**src/rtl/regfile_arbiter_if.sv**
```systemverilog
// Requester and register-file signal bundle for regfile_arbiter.
// a_lock/b_lock exist only when ARB_LOCK_EN is defined.
interface regfile_arbiter_if #(
  parameter int DATA_W = 16,
  parameter int ADDR_W = 4
);
  logic              a_req;
  logic              b_req;
  logic              a_we;
  logic              b_we;
  logic [ADDR_W-1:0] a_rd_addr;
  logic [ADDR_W-1:0] b_rd_addr;
  logic [ADDR_W-1:0] a_rs_addr;
  logic [ADDR_W-1:0] b_rs_addr;
  logic [DATA_W-1:0] a_wr_data;
  logic [DATA_W-1:0] b_wr_data;
`ifdef ARB_LOCK_EN
  logic              a_lock;
  logic              b_lock;
`endif
  logic              a_gnt;
  logic              b_gnt;
  logic              a_done;
  logic              b_done;
  logic [DATA_W-1:0] a_rdata;
  logic [DATA_W-1:0] b_rdata;
  logic [DATA_W-1:0] a_sdata;
  logic [DATA_W-1:0] b_sdata;
  logic              err;
  logic              rf_rd_en;
  logic              rf_rs_en;
  logic              rf_wr_en;
  logic [ADDR_W-1:0] rf_rd_addr;
  logic [ADDR_W-1:0] rf_rs_addr;
  logic [DATA_W-1:0] rf_wr_data;
  logic [DATA_W-1:0] rf_rd_data;
  logic [DATA_W-1:0] rf_rs_data;
  logic              rf_valid;

  modport slave (
    input  a_req, b_req, a_we, b_we,
    input  a_rd_addr, b_rd_addr,
    input  a_rs_addr, b_rs_addr,
    input  a_wr_data, b_wr_data,
`ifdef ARB_LOCK_EN
    input  a_lock, b_lock,
`endif
    input  rf_rd_data, rf_rs_data, rf_valid,
    output a_gnt, b_gnt, a_done, b_done,
    output a_rdata, b_rdata,
    output a_sdata, b_sdata, err,
    output rf_rd_en, rf_rs_en, rf_wr_en,
    output rf_rd_addr, rf_rs_addr, rf_wr_data
  );

  modport master (
    output a_req, b_req, a_we, b_we,
    output a_rd_addr, b_rd_addr,
    output a_rs_addr, b_rs_addr,
    output a_wr_data, b_wr_data,
`ifdef ARB_LOCK_EN
    output a_lock, b_lock,
`endif
    output rf_rd_data, rf_rs_data, rf_valid,
    input  a_gnt, b_gnt, a_done, b_done,
    input  a_rdata, b_rdata,
    input  a_sdata, b_sdata, err,
    input  rf_rd_en, rf_rs_en, rf_wr_en,
    input  rf_rd_addr, rf_rs_addr, rf_wr_data
  );
endinterface

```
**src/rtl/regfile_arbiter.sv**
```systemverilog
// Round-robin sharing of one register-file port between requesters A and B.
// Define ARB_LOCK_EN to add a_lock/b_lock, keeping priority with a locked winner.
module regfile_arbiter #(
  parameter int DATA_W  = 16,
  parameter int ADDR_W  = 4,
  parameter int TIMEOUT = 8
) (
  input  logic             clk,
  input  logic             rst,
  regfile_arbiter_if.slave bus
);

  localparam int CW = $clog2(TIMEOUT + 1);

  typedef enum logic [1:0] {
    S_IDLE,
    S_ISSUE,
    S_WAIT,
    S_DONE
  } state_t;

  state_t            state_q, state_d;
  logic              win_q, win_d;
  logic              prio_q, prio_d;
  logic [CW-1:0]     cnt_q, cnt_d;
  logic              a_gnt_q, a_gnt_d;
  logic              b_gnt_q, b_gnt_d;
  logic              a_done_q, a_done_d;
  logic              b_done_q, b_done_d;
  logic              err_q, err_d;
  logic [DATA_W-1:0] a_rdata_q, a_rdata_d;
  logic [DATA_W-1:0] a_sdata_q, a_sdata_d;
  logic [DATA_W-1:0] b_rdata_q, b_rdata_d;
  logic [DATA_W-1:0] b_sdata_q, b_sdata_d;
  logic              rd_en_q, rd_en_d;
  logic              rs_en_q, rs_en_d;
  logic              wr_en_q, wr_en_d;
  logic [ADDR_W-1:0] rd_addr_q, rd_addr_d;
  logic [ADDR_W-1:0] rs_addr_q, rs_addr_d;
  logic [DATA_W-1:0] wr_data_q, wr_data_d;

  logic              pick;
  logic              lock;
  logic              finish;
  logic [DATA_W-1:0] rdv;
  logic [DATA_W-1:0] rsv;

  always_ff @(posedge clk or posedge rst) begin
    if (rst) begin
      state_q   <= S_IDLE;
      win_q     <= 1'b0;
      prio_q    <= 1'b0;
      cnt_q     <= '0;
      a_gnt_q   <= 1'b0;
      b_gnt_q   <= 1'b0;
      a_done_q  <= 1'b0;
      b_done_q  <= 1'b0;
      err_q     <= 1'b0;
      a_rdata_q <= '0;
      a_sdata_q <= '0;
      b_rdata_q <= '0;
      b_sdata_q <= '0;
      rd_en_q   <= 1'b0;
      rs_en_q   <= 1'b0;
      wr_en_q   <= 1'b0;
      rd_addr_q <= '0;
      rs_addr_q <= '0;
      wr_data_q <= '0;
    end else begin
      state_q   <= state_d;
      win_q     <= win_d;
      prio_q    <= prio_d;
      cnt_q     <= cnt_d;
      a_gnt_q   <= a_gnt_d;
      b_gnt_q   <= b_gnt_d;
      a_done_q  <= a_done_d;
      b_done_q  <= b_done_d;
      err_q     <= err_d;
      a_rdata_q <= a_rdata_d;
      a_sdata_q <= a_sdata_d;
      b_rdata_q <= b_rdata_d;
      b_sdata_q <= b_sdata_d;
      rd_en_q   <= rd_en_d;
      rs_en_q   <= rs_en_d;
      wr_en_q   <= wr_en_d;
      rd_addr_q <= rd_addr_d;
      rs_addr_q <= rs_addr_d;
      wr_data_q <= wr_data_d;
    end
  end

  always_comb begin
    state_d   = state_q;
    win_d     = win_q;
    prio_d    = prio_q;
    cnt_d     = cnt_q;
    a_gnt_d   = 1'b0;
    b_gnt_d   = 1'b0;
    a_done_d  = 1'b0;
    b_done_d  = 1'b0;
    err_d     = err_q;
    a_rdata_d = a_rdata_q;
    a_sdata_d = a_sdata_q;
    b_rdata_d = b_rdata_q;
    b_sdata_d = b_sdata_q;
    rd_en_d   = 1'b0;
    rs_en_d   = 1'b0;
    wr_en_d   = 1'b0;
    rd_addr_d = rd_addr_q;
    rs_addr_d = rs_addr_q;
    wr_data_d = wr_data_q;
    // B wins when alone, or under contention while it holds priority
    pick      = bus.b_req & (~bus.a_req | prio_q);
    finish    = bus.rf_valid | (cnt_q == CW'(TIMEOUT - 1));
    rdv       = bus.rf_valid ? bus.rf_rd_data : '0;
    rsv       = bus.rf_valid ? bus.rf_rs_data : '0;
`ifdef ARB_LOCK_EN
    lock      = win_q ? bus.b_lock : bus.a_lock;
`else
    lock      = 1'b0;
`endif
    unique case (state_q)
      S_IDLE: begin
        if (bus.a_req | bus.b_req) begin
          state_d   = S_ISSUE;
          win_d     = pick;
          a_gnt_d   = ~pick;
          b_gnt_d   = pick;
          rd_en_d   = 1'b1;
          rs_en_d   = 1'b1;
          wr_en_d   = pick ? bus.b_we : bus.a_we;
          rd_addr_d = pick ? bus.b_rd_addr : bus.a_rd_addr;
          rs_addr_d = pick ? bus.b_rs_addr : bus.a_rs_addr;
          wr_data_d = pick ? bus.b_wr_data : bus.a_wr_data;
        end
      end
      S_ISSUE: begin
        state_d = S_WAIT;
        cnt_d   = '0;
      end
      S_WAIT: begin
        if (finish) begin
          state_d  = S_DONE;
          err_d    = ~bus.rf_valid;
          a_done_d = ~win_q;
          b_done_d = win_q;
          if (win_q) begin
            b_rdata_d = rdv;
            b_sdata_d = rsv;
          end else begin
            a_rdata_d = rdv;
            a_sdata_d = rsv;
          end
        end else begin
          cnt_d = cnt_q + 1'b1;
        end
      end
      S_DONE: begin
        state_d = S_IDLE;
        prio_d  = lock ? win_q : ~win_q;
      end
      default: state_d = S_IDLE;
    endcase
  end

  assign bus.a_gnt      = a_gnt_q;
  assign bus.b_gnt      = b_gnt_q;
  assign bus.a_done     = a_done_q;
  assign bus.b_done     = b_done_q;
  assign bus.err        = err_q;
  assign bus.a_rdata    = a_rdata_q;
  assign bus.a_sdata    = a_sdata_q;
  assign bus.b_rdata    = b_rdata_q;
  assign bus.b_sdata    = b_sdata_q;
  assign bus.rf_rd_en   = rd_en_q;
  assign bus.rf_rs_en   = rs_en_q;
  assign bus.rf_wr_en   = wr_en_q;
  assign bus.rf_rd_addr = rd_addr_q;
  assign bus.rf_rs_addr = rs_addr_q;
  assign bus.rf_wr_data = wr_data_q;

endmodule

```
**src/flat_wrapper.sv**
```systemverilog
// flat-port wrapper written by rule: the top's interface ports become plain ports
module regfile_arbiter_flat 
#(
  parameter int DATA_W  = 16,
  parameter int ADDR_W  = 4,
  parameter int TIMEOUT = 8
)
  (clk, rst, bus_a_req, bus_b_req, bus_a_we, bus_b_we, bus_a_rd_addr, bus_b_rd_addr, bus_a_rs_addr, bus_b_rs_addr, bus_a_wr_data, bus_b_wr_data, bus_rf_rd_data, bus_rf_rs_data, bus_rf_valid, bus_a_gnt, bus_b_gnt, bus_a_done, bus_b_done, bus_a_rdata, bus_b_rdata, bus_a_sdata, bus_b_sdata, bus_err, bus_rf_rd_en, bus_rf_rs_en, bus_rf_wr_en, bus_rf_rd_addr, bus_rf_rs_addr, bus_rf_wr_data);
  regfile_arbiter_if #(.DATA_W(DATA_W), .ADDR_W(ADDR_W)) bus_i ();
  input  logic clk;
  input  logic rst;
  input wire logic [$bits(bus_i.a_req)-1:0] bus_a_req;
  input wire logic [$bits(bus_i.b_req)-1:0] bus_b_req;
  input wire logic [$bits(bus_i.a_we)-1:0] bus_a_we;
  input wire logic [$bits(bus_i.b_we)-1:0] bus_b_we;
  input wire logic [$bits(bus_i.a_rd_addr)-1:0] bus_a_rd_addr;
  input wire logic [$bits(bus_i.b_rd_addr)-1:0] bus_b_rd_addr;
  input wire logic [$bits(bus_i.a_rs_addr)-1:0] bus_a_rs_addr;
  input wire logic [$bits(bus_i.b_rs_addr)-1:0] bus_b_rs_addr;
  input wire logic [$bits(bus_i.a_wr_data)-1:0] bus_a_wr_data;
  input wire logic [$bits(bus_i.b_wr_data)-1:0] bus_b_wr_data;
  input wire logic [$bits(bus_i.rf_rd_data)-1:0] bus_rf_rd_data;
  input wire logic [$bits(bus_i.rf_rs_data)-1:0] bus_rf_rs_data;
  input wire logic [$bits(bus_i.rf_valid)-1:0] bus_rf_valid;
  output wire logic [$bits(bus_i.a_gnt)-1:0] bus_a_gnt;
  output wire logic [$bits(bus_i.b_gnt)-1:0] bus_b_gnt;
  output wire logic [$bits(bus_i.a_done)-1:0] bus_a_done;
  output wire logic [$bits(bus_i.b_done)-1:0] bus_b_done;
  output wire logic [$bits(bus_i.a_rdata)-1:0] bus_a_rdata;
  output wire logic [$bits(bus_i.b_rdata)-1:0] bus_b_rdata;
  output wire logic [$bits(bus_i.a_sdata)-1:0] bus_a_sdata;
  output wire logic [$bits(bus_i.b_sdata)-1:0] bus_b_sdata;
  output wire logic [$bits(bus_i.err)-1:0] bus_err;
  output wire logic [$bits(bus_i.rf_rd_en)-1:0] bus_rf_rd_en;
  output wire logic [$bits(bus_i.rf_rs_en)-1:0] bus_rf_rs_en;
  output wire logic [$bits(bus_i.rf_wr_en)-1:0] bus_rf_wr_en;
  output wire logic [$bits(bus_i.rf_rd_addr)-1:0] bus_rf_rd_addr;
  output wire logic [$bits(bus_i.rf_rs_addr)-1:0] bus_rf_rs_addr;
  output wire logic [$bits(bus_i.rf_wr_data)-1:0] bus_rf_wr_data;
  assign bus_i.a_req = bus_a_req;
  assign bus_i.b_req = bus_b_req;
  assign bus_i.a_we = bus_a_we;
  assign bus_i.b_we = bus_b_we;
  assign bus_i.a_rd_addr = bus_a_rd_addr;
  assign bus_i.b_rd_addr = bus_b_rd_addr;
  assign bus_i.a_rs_addr = bus_a_rs_addr;
  assign bus_i.b_rs_addr = bus_b_rs_addr;
  assign bus_i.a_wr_data = bus_a_wr_data;
  assign bus_i.b_wr_data = bus_b_wr_data;
  assign bus_i.rf_rd_data = bus_rf_rd_data;
  assign bus_i.rf_rs_data = bus_rf_rs_data;
  assign bus_i.rf_valid = bus_rf_valid;
  assign bus_a_gnt = bus_i.a_gnt;
  assign bus_b_gnt = bus_i.b_gnt;
  assign bus_a_done = bus_i.a_done;
  assign bus_b_done = bus_i.b_done;
  assign bus_a_rdata = bus_i.a_rdata;
  assign bus_b_rdata = bus_i.b_rdata;
  assign bus_a_sdata = bus_i.a_sdata;
  assign bus_b_sdata = bus_i.b_sdata;
  assign bus_err = bus_i.err;
  assign bus_rf_rd_en = bus_i.rf_rd_en;
  assign bus_rf_rs_en = bus_i.rf_rs_en;
  assign bus_rf_wr_en = bus_i.rf_wr_en;
  assign bus_rf_rd_addr = bus_i.rf_rd_addr;
  assign bus_rf_rs_addr = bus_i.rf_rs_addr;
  assign bus_rf_wr_data = bus_i.rf_wr_data;
  regfile_arbiter #(.DATA_W(DATA_W), .ADDR_W(ADDR_W), .TIMEOUT(TIMEOUT)) u_core (.clk(clk), .rst(rst), .bus(bus_i));
endmodule
```
**config.mk**
```make
export PLATFORM = sky130hd
export DESIGN_NAME = regfile_arbiter_flat
export DESIGN_NICKNAME = d
export VERILOG_FILES = /design/src/rtl/regfile_arbiter_if.sv /design/src/rtl/regfile_arbiter.sv /design/src/flat_wrapper.sv
export SDC_FILE = /design/constraint.sdc
export NUM_CORES = 1
export LEC_CHECK = 0
export ABC_AREA = 1
export BUFFER_PORTS_ARGS = -buffer_cell sky130_fd_sc_hd__buf_4
export CAP_MARGIN = 40
export CORE_ASPECT_RATIO = 1.75
export CORE_MARGIN = 3
export CORE_UTILIZATION = 44
export CTS_CLUSTER_SIZE = 10
export DETAILED_ROUTE_END_ITERATION = 8
export PLACE_DENSITY = 0.76
export SETUP_SLACK_MARGIN = 0.4
export SLEW_MARGIN = 10
export SYNTH_ARGS = -nofsm -noshare
export SYNTH_HDL_FRONTEND = slang
export SYNTH_SLANG_ARGS = --single-unit
```
**constraint.sdc**
```tcl
create_clock -name clk -period 3 [get_ports clk]
set_clock_uncertainty 0.15 [all_clocks]
set_input_delay 0.3 -clock clk [delete_from_list [all_inputs] [get_ports clk]]
set_output_delay 0.3 -clock clk [all_outputs]
set_load 0.03 [all_outputs]
```
==> impl_metrics.env <==
export IMPL_status="finished clean"
export IMPL_dpl_hpwl_um=9213
export IMPL_cts_resized=0
export IMPL_cts_root_buf="clkbuf_16"
export IMPL_min_path_type="primary input to flop"
export IMPL_antenna_found_initial=0
export IMPL_rr_startpoint="u_core.state_q[0]"
export IMPL_die_h_um=143.2
export IMPL_p_leak_nw=3.471
export IMPL_syn_area_per_cell_sq_um=8.611
export IMPL_stdcell_area_sq_um=6310
export IMPL_syn_nets=642
export IMPL_hp_start="bus_a_we"
export IMPL_p_per_area_nw_per_um2=1136
export IMPL_final_common_cell="nand2_1"
export IMPL_h_tree_depth=3
export IMPL_crit_buf_inv=2
export IMPL_grt_usage_pct=20.93
export IMPL_synthCells=550
export IMPL_clkLatencyLatePin_ns=0.34
export IMPL_timing_slew_headroom_pct=52.19
export IMPL_reg2reg_depth=6
export IMPL_most_common_layout_cells="nand2_1 (209), buf_4 (186), dfrtp_1 (103), nand4_1 (65), inv_1 (34)"
export IMPL_clk_path_buf_depth=2
export IMPL_grt_max_degree=75
export IMPL_ys_warn_count=0
export IMPL_yosysUniqueCellTypes=22
export IMPL_hold_violations=0
export IMPL_power_frac_comb_pct=51.4
export IMPL_worstPathArrival_ns=2.14
export IMPL_cpPeakStageDelay_ns=0.53
export IMPL_drive_gt1_share_pct=29.62
export IMPL_dieArea_sq_um=12090
export IMPL_dr_first_iter_drc_count=309
export IMPL_rrSetupSlack_ns=0.90
export IMPL_n_fill_cell=931
export IMPL_irDropWorstVdd_uv=625.5
export IMPL_timing_hold_ws_ns=0.04902
export IMPL_placedCellCount=820
export IMPL_cp_top_family="buffers and inverters"
export IMPL_ys_ff_latch=103
export IMPL_setup_viol=0
export IMPL_gp_congestion=0.8448
export IMPL_cp_max_fo=43
export IMPL_p_seq_share_pct=33.5
export IMPL_core_rowCount=49
export IMPL_pin_count=183
export IMPL_holdPathStages=3
export IMPL_p_int_mw=3.826
export IMPL_num_antenna_cells=0
export IMPL_finalCritPeriodShare_pct=70.05
export IMPL_hold_path_end="u_core.bus.rf_wr_en"
export IMPL_fmaxAchievable_mhz=475.8
export IMPL_place_area_sq_um=6028
export IMPL_core_sq_um=10420
export IMPL_nets=797
export IMPL_swShare_pct=46.62
export IMPL_ff_latch_area_sq_um=2577
export IMPL_fin_crit_ns=2.102
export IMPL_rsz0062_at_grt="false"
export IMPL_dr_pass1_iters=5
export IMPL_drv_slew=0
export IMPL_port_buffers=182
export IMPL_r2r_end="u_core.bus.err"
export IMPL_p_clk_share_pct=15.1
export IMPL_final_util_pct=60.54
export IMPL_worstSetupStartpointType="flop"
export IMPL_multi_input_area_sq_um=1737
export IMPL_postCtsSetupRepairBufs=0
export IMPL_viasPerCell=5.266
export IMPL_wl_per_cell_um=15.43
export IMPL_cts_sinks=103
export IMPL_worstMarginPinSlew_ns=0.7164
export IMPL_vias=4402
export IMPL_ant_nets=0
export IMPL_drv_cap=0
export IMPL_start_util_pct=45.44
export IMPL_cp_cell_sequence="inv_1 -> ha_2 -> buf_4 -> nand2_1 -> nand2_1 -> o21ai_0"
export IMPL_path_common_cell="nand2_1"
export IMPL_synth_area_sq_um=4736
export IMPL_seq_area_frac_synth_pct=54.43
export IMPL_crit_slowest_cell="ha_2"
export IMPL_first_global_vias=4190
export IMPL_drc=0
export IMPL_hold_buffers=1
export IMPL_instances_no_fill=836
export IMPL_tns_ns=0
export IMPL_area_growth_pct=33.24
export IMPL_wl_um=12900
export IMPL_worstPathRequired_ns=3.04
export IMPL_endpoint_kind="flop"
export IMPL_clk_pin_slew_ns=0.07
export IMPL_crit_type="flop to flop"
export IMPL_grt_overflow=0
export IMPL_grt_first_pass_wirelength_um=20390
export IMPL_cts_made_buffers=9
export IMPL_switching_power_mw=3.341
export IMPL_tritoncts="done"
export IMPL_die_width_um=84.43
==> kinds of logic (layout without fill, tap and decap cells) <==
family / after synthesis / in the layout / share of synthesized area (%)
xor+xnor: 1 / 1 / 0.1850
flops: 103 / 103 / 54.43
compound gates: 47 / 47 / 5.020
simple gates: 314 / 314 / 30.04
fa+ha+maj: 5 / 5 / 1.321
buf+inv: 80 / 239 / 9.009
==> per-layer routing <==
| layer | wire, um | share of wire [%] | global-route usage, % |
|---|---|---|---|
| met5 | 0 | 0 | 0 |
| met4 | 276 | 2.1 | 7.089 |
| met3 | 976 | 7.6 | 4.792 |
| met2 | 6875 | 53 | 37.80 |
| met1 | 4770 | 37 | 24.34 |
==> worst reg2reg max path, delay by kind of cell, from the launching register on <==
kind,cells,cell delay [ns]
AO/OA/AOI/OAI,1,0.07
adder cells (fa/ha/maj),1,0.53
buffers and inverters,2,0.59
flip-flops,1,0.42
AND/OR/NAND/NOR,2,0.20
==> flip-flops by register name, summed over array words and instances, names as in the netlist <==
name                   cells
u_core.bus.b_rdata        16
u_core.state_q             2
u_core.bus.rf_rd_addr      4
u_core.bus.a_rdata        16
u_core.prio_q              1
u_core.bus.rf_wr_en        1
u_core.win_q               1
u_core.bus.rf_rd_en        1
u_core.bus.err             1
u_core.bus.a_done          1
u_core.cnt_q               4
u_core.bus.rf_wr_data     16
u_core.bus.b_gnt           1
u_core.bus.b_sdata        16
u_core.bus.rf_rs_addr      4
u_core.bus.b_done          1
u_core.bus.a_sdata        16
u_core.bus.a_gnt           1
==> cell usage after synthesis (all sizes together) <==
master	n	area share, %
a21oi	22	2.3
o21bai	1	0.16
dfrtp	103	54
nand4	65	8.6
ha	5	1.3
nand2	210	17
xor2	1	0.18
clkbuf	9	1.6
nor2	4	0.32
nand3	35	4.3
buf	35	4.6
inv	36	2.9
o21ai	24	2.5
==> metrics by stage <==
stage	worst slack, ns	power, mW
floorplan	1.318	4.792
global placement	1.026	5.994
detailed placement	0.9471	6.113
CTS	0.9343	7.218
global route	0.7689	7.626
finish	0.8985	7.167
==> power groups by stage <==
stage | clock network, mW | registers (mW) | logic [mW]
finish | 1.08 | 2.40 | 3.68
detailed placement | 0 | 2.40 | 3.71
global placement | 0 | 2.40 | 3.60
global route | 1.17 | 2.47 | 3.98
floorplan | 0 | 3.49 | 1.30
CTS | 1.11 | 2.40 | 3.71
==> how the worst max path moves through the flow <==
stage,slack [ns],endpoint,start,cells past startpoint
finish,0.90,u_core.bus.err,u_core.state_q[0],6
global route,0.77,u_core.bus.err,u_core.state_q[0],6
CTS,0.93,u_core.bus.err,u_core.state_q[0],6
detailed placement,0.95,u_core.bus.err,u_core.state_q[0],6
global placement,1.03,u_core.bus.err,u_core.state_q[0],6
floorplan,1.32,u_core.bus.a_done,rst,1
==> cell type report <==
type                       count  area share (%)
clock buffer                  10           3.787
clock inverter                 5          0.5156
inverter                      36           2.201
multi-input combinational    367           27.52
sequential                   103           40.85
tap                          127           2.518
timing repair buffer         188           22.61
Note: power is estimated with default switching activity, not from simulation.
